### src/rtl/seq_muldiv.sv
`default_nettype none
// +----------------------------------------------------------------------------+
// | seq_muldiv : sequential signed 32x32 Booth multiplier / non-restoring      |
// |              divider. Divide path present only with MULDIV_DIV_EN defined. |
// | Revision   : 1.0                                                           |
// +----------------------------------------------------------------------------+
module seq_muldiv (
  input  logic        clk,
  input  logic        clr,
  input  logic        start,
  input  logic        op,
  input  logic [31:0] a_in,
  input  logic [31:0] b_in,
  output logic        busy,
  output logic        done,
  output logic [63:0] result,
  output logic        div_by_zero
);

  localparam int W = 32;

  typedef enum logic [1:0] {
    IDLE = 2'd0,
    MUL  = 2'd1,
    DIV  = 2'd2,
    FIN  = 2'd3
  } state_e;

  state_e         state_q, state_d;
  logic [5:0]     cnt_q, cnt_d;
  logic [W:0]     acc_q, acc_d;
  logic [W-1:0]   qr_q, qr_d;
  logic [W-1:0]   m_q, m_d;
  logic           qm1_q, qm1_d;
  logic [2*W-1:0] result_q, result_d;

  logic [W:0]     booth_sum;
  logic [W:0]     booth_acc;
  logic [W-1:0]   booth_qr;

  // acc is one bit wider than the operand so adding/subtracting -2^31 cannot overflow.
  always_comb begin
    booth_sum = acc_q;
    case ({qr_q[0], qm1_q})
      2'b01:   booth_sum = acc_q + {m_q[W-1], m_q};
      2'b10:   booth_sum = acc_q - {m_q[W-1], m_q};
      default: booth_sum = acc_q;
    endcase
    booth_acc = {booth_sum[W], booth_sum[W:1]};
    booth_qr  = {booth_sum[0], qr_q[W-1:1]};
  end

`ifdef MULDIV_DIV_EN
  logic         rneg_q, rneg_d;
  logic         qneg_q, qneg_d;
  logic         dbz_q, dbz_d;
  logic [W:0]   div_shift;
  logic [W:0]   div_r;
  logic [W-1:0] rem_mag;
  logic [W-1:0] rem_s;
  logic [W-1:0] quo_s;
  logic [W-1:0] a_rec;

  function automatic logic [W-1:0] mag(input logic [W-1:0] v);
    return v[W-1] ? -v : v;
  endfunction

  // Partial remainder stays within [-D, D), so dropping acc's top bit before the shift is safe.
  always_comb begin
    div_shift = {acc_q[W-1:0], qr_q[W-1]};
    div_r     = acc_q[W] ? div_shift + {1'b0, m_q} : div_shift - {1'b0, m_q};
    rem_mag   = acc_q[W] ? acc_q[W-1:0] + m_q : acc_q[W-1:0];
    rem_s     = rneg_q ? -rem_mag : rem_mag;
    quo_s     = qneg_q ? -qr_q : qr_q;
    a_rec     = rneg_q ? -qr_q : qr_q;
  end
`endif

  always_comb begin
    state_d  = state_q;
    cnt_d    = cnt_q;
    acc_d    = acc_q;
    qr_d     = qr_q;
    m_d      = m_q;
    qm1_d    = qm1_q;
    result_d = result_q;
`ifdef MULDIV_DIV_EN
    rneg_d   = rneg_q;
    qneg_d   = qneg_q;
    dbz_d    = 1'b0;
`endif
    case (state_q)
      IDLE, FIN: begin
        state_d = IDLE;
        if (start) begin
          cnt_d = '0;
          acc_d = '0;
          qm1_d = 1'b0;
          if (!op) begin
            state_d = MUL;
            qr_d    = b_in;
            m_d     = a_in;
          end else begin
`ifdef MULDIV_DIV_EN
            state_d = DIV;
            qr_d    = mag(a_in);
            m_d     = mag(b_in);
            rneg_d  = a_in[W-1];
            qneg_d  = a_in[W-1] ^ b_in[W-1];
`else
            state_d  = FIN;
            qr_d     = '0;
            m_d      = '0;
            result_d = '0;
`endif
          end
        end
      end
      MUL: begin
        acc_d = booth_acc;
        qr_d  = booth_qr;
        qm1_d = qr_q[0];
        cnt_d = cnt_q + 6'd1;
        if (cnt_q == 6'd31) begin
          state_d  = FIN;
          result_d = {booth_acc[W-1:0], booth_qr};
        end
      end
`ifdef MULDIV_DIV_EN
      DIV: begin
        if (m_q == '0) begin
          state_d  = FIN;
          result_d = {a_rec, {W{1'b1}}};
          dbz_d    = 1'b1;
        end else if (cnt_q == 6'd32) begin
          state_d  = FIN;
          result_d = {rem_s, quo_s};
        end else begin
          acc_d = div_r;
          qr_d  = {qr_q[W-2:0], ~div_r[W]};
          cnt_d = cnt_q + 6'd1;
        end
      end
`endif
      default: state_d = IDLE;
    endcase
  end

  always_ff @(posedge clk or posedge clr) begin
    if (clr) begin
      state_q  <= IDLE;
      cnt_q    <= '0;
      acc_q    <= '0;
      qr_q     <= '0;
      m_q      <= '0;
      qm1_q    <= 1'b0;
      result_q <= '0;
`ifdef MULDIV_DIV_EN
      rneg_q   <= 1'b0;
      qneg_q   <= 1'b0;
      dbz_q    <= 1'b0;
`endif
    end else begin
      state_q  <= state_d;
      cnt_q    <= cnt_d;
      acc_q    <= acc_d;
      qr_q     <= qr_d;
      m_q      <= m_d;
      qm1_q    <= qm1_d;
      result_q <= result_d;
`ifdef MULDIV_DIV_EN
      rneg_q   <= rneg_d;
      qneg_q   <= qneg_d;
      dbz_q    <= dbz_d;
`endif
    end
  end

  assign busy   = (state_q == MUL) || (state_q == DIV);
  assign done   = (state_q == FIN);
  assign result = result_q;
`ifdef MULDIV_DIV_EN
  assign div_by_zero = dbz_q;
`else
  assign div_by_zero = 1'b0;
`endif

endmodule
`default_nettype wire
### config.mk
export PLATFORM = sky130hd
export DESIGN_NAME = seq_muldiv
export DESIGN_NICKNAME = d
export VERILOG_FILES = /design/src/rtl/seq_muldiv.sv
export SDC_FILE = /design/constraint.sdc
export NUM_CORES = 1
export LEC_CHECK = 0
export ABC_CLOCK_PERIOD_IN_PS = 12000
export CAP_MARGIN = 30
export CORE_MARGIN = 3
export CORE_UTILIZATION = 35
export DETAILED_ROUTE_END_ITERATION = 7
export PLACE_DENSITY = 0.6
export SYNTH_ARGS = -nofsm -noshare
export SYNTH_HDL_FRONTEND = slang
export SYNTH_SLANG_ARGS = --single-unit
### constraint.sdc
create_clock -name clk -period 12 [get_ports clk]
set_input_delay 2.4 -clock clk [delete_from_list [all_inputs] [get_ports clk]]
set_output_delay 2.4 -clock clk [all_outputs]
set_load 0.02 [all_outputs]
==> summary.md <==
| Metric | Value |
|---|---|
| Most used DFF post-synth | dfrtp_1 |
| Die X-Extent | 172 um |
| Final Net Count | 1343 |
| Most frequent cells after synthesis | nand2_1, dfrtp_1, o21ai_0 |
| Post-synth ARST share | 100% |
| Setup_tns | 0 ns |
| Clock Latency Late Sink | 0.44 ns |
| GP Congestion | 0.910 |
| Critical path's top delay family | buffers and inverters |
| Root buffer selected by CTS | clkbuf_16 |
| Drt pass-1 iters | 5 |
| CP endpoint kind | flop |
| Synth top area share | 43.9% |
| Setup Skew | 0.0112 ns |
| Layout cell share with drive strength beyond 1 | 6.08% |
| Fin. max-slew vios | 0 |
| Largest cells by area after synthesis | dfrtp_1, nand2_1, o21ai_0, ha_1, xnor2_1 |
| Critical Path Source | op |
| Die ar. | 29600 um^2 |
| Via total after detailed routing | 8089 |
| Slowest stage delay, CP | 0.91 ns |
| Clock tree from TritonCTS | built |
| F_max | 0.199 GHz |
| Port bufs | 133 |
| Global-route wire length before repair | 40.7 mm |
| Critical path type | in2reg |
| Hold/Removal Path Class | reg2reg |
| Slew headroom | 36.8% |
| CP Launch Type | primary input |
| Post-Syn Area per Cell | 8.45 um^2 |
| Syn Nets | 1247 |
| Initial Util | 35.7% |
| Largest net degree at the start of global routing | 95 |
| DR WL/cell | 15.6 um |
| Final ANT Viol Nets | 0 |
| Final worst path period share | 41.9% |
| DR vias/cell | 5.09 |
| Total clock buffers created by CTS | 17 |
| CTS sink count | 169 |
| Initial antenna violation count | 0 |
| Post-Synthesis Cells | 1140 |
| Clock transition at path regs | 0.08 ns |
| Final hold violation count | 0 |
| Starting DRT DRC Count | 642 |
| Vias in the first global route | 7726 |
| Crit Path Max Fanout | 94 |
| Boundary Pins | 135 |
| FF+latch count, synth | 169 |
| Final min period | 5.03 ns |
| H-tree Lvls | 4 |
| Seq/Total Area, Yosys | 43.9% |
| R2r startpoint | m_q[2] |
| Die height | 172 um |
| RSZ-0062 raised after global routing | false |
| Post-synth EDFFs | 0 |
| Total track usage | 17.1% |
| Filler Cell Count | 2657 |
| CTS Hold Buffers Added | 0 |
| Congestion Overflow GR | 0 |
| Post-Syn Area | 9640 um^2 |
| Register Area | 4230 um^2 |
| Arr. time, crit path | 5.31 ns |
| Area grow syn2layout | 23.4% |
| Final setup viols | 0 |
| Worst path cell trace | clkdlybuf4s50_1 -> and3_1 -> o21ai_4 -> buf_4 -> o21ai_0 |
| Multi-input gate area | 5090 um^2 |
| Worst slew pin tran | 0.946 ns |
| Diode count | 0 |
| Core area | 27000 um^2 |
| CP Buf/Inv Count | 2 |
| Setup Fix Bufs, Post-CTS | 0 |
| Data required time of the worst path | 12.27 ns |
| FP Rows | 60 |
| Dpl hpwl | 18.2 mm |
| Post_cts resized | 0 |
| Longest Clk Path Bufs | 2 |
| Largest area contributor in the netlist | dfrtp_1 |
| Max-cap violations | 0 |
| Post-synth cell types | 72 |
| Slowest CP cell | clkdlybuf4s50_1 |
| Routed WL | 24.8 mm |
| Warnings, synthesis | 0 |
| Status | completed |
| DRC viols | 0 |
| Most common cell in the netlist | nand2_1 |
| Min-delay src | result[7] |
[kinds of logic after synthesis]
family / share of synthesized area (%)
other: 0.0389
adders and majority gates: 5.14
buffers and inverters: 3.70
xor gates and xnor gates: 5.54
DFF: 43.9
muxes: 0.766
AOI/OAI and AO/OA: 19.9
and+or+nand+nor: 21.0
[worst register-to-register path, stage by stage (launching register included)]
cell	delay [ns]
dfrtp_1	0.44
or3_4	0.44
nor4_2	0.34
nand2_1	0.09
nor2_1	0.30
nand2_1	0.13
nor3_1	0.43
a21oi_1	0.15
xnor2_1	0.32
ha_1	0.40
a21oi_1	0.20
o21bai_1	0.09
a21o_1	0.21
or3_1	0.31
o221a_2	0.31
a211oi_2	0.21
o211ai_2	0.15
xnor2_1	0.27
o21ai_1	0.09
[metal layers]
layer  up-vias  GRT usage [%]  part of all wire (%)
li1       4137              -                     -
met1      3764           25.5                    51
met2       162           25.7                    44
met3        26           3.04                   3.9
met4         0           4.41                   1.4
met5         -              0                     0
[path summary, 6_finish.rpt]
kind	endpoint	slack, ns	depth (start not counted)
worst max register to register	result[63]	7.00	18
worst max-delay path	result[49]	6.97	5
worst min register to register	result[7]	0.48	2
min in group asynchronous	result[28]	2.33	2
worst min-delay path	result[7]	0.48	2
max in group asynchronous	acc_q[11]	8.62	3
[cell type report]
cell class | count | share of cell area [%]
Multi-Input combinational cell | 879 | 42.9
Sequential cell | 169 | 35.6
Inverter | 27 | 0.895
Clock inverter | 15 | 1.46
Clock buffer | 17 | 3.58
Tap cell | 341 | 3.59
Timing Repair Buffer | 142 | 12.0
[state kept, by name, summed over array words and instances, names as in the netlist]
register	count
cnt_q	6
result	64
acc_q	32
qm1_q	1
qr_q	32
state_q	2
m_q	32
[cell usage in the layout, fill, tap and decap left out, types with 5 or more instances in the layout]
cell,instances
nand2_1,248
dfrtp_1,169
clkdlybuf4s50_1,133
o21ai_0,130
nor2_1,79
a21oi_1,51
xnor2_1,47
nand2b_1,42
a31oi_1,41
ha_1,36
o21ai_1,30
inv_1,25
nor3_1,20
clkbuf_16,17
xor2_1,14
nand4_1,11
a21o_1,10
o211ai_1,10
nand3_1,9
o21bai_1,8
and3_1,7
buf_4,7
clkinv_8,5
[per-stage QoR]
stage	std cells	utilization, %	setup slack (ns)	hold slack, ns	area, um^2
floorplan	1140	-	5.02	0.470	9640
global placement	1556	41.6	6.56	0.463	11200
detailed placement	1558	41.8	6.40	0.471	11300
CTS	1590	44.0	6.88	0.489	11900
global route	1590	44.0	6.59	0.503	11900
finish	1590	44.0	6.97	0.483	11900
Power is not shown: default switching activity piles up to over one toggle a cycle in this logic, so the estimate is an artifact.
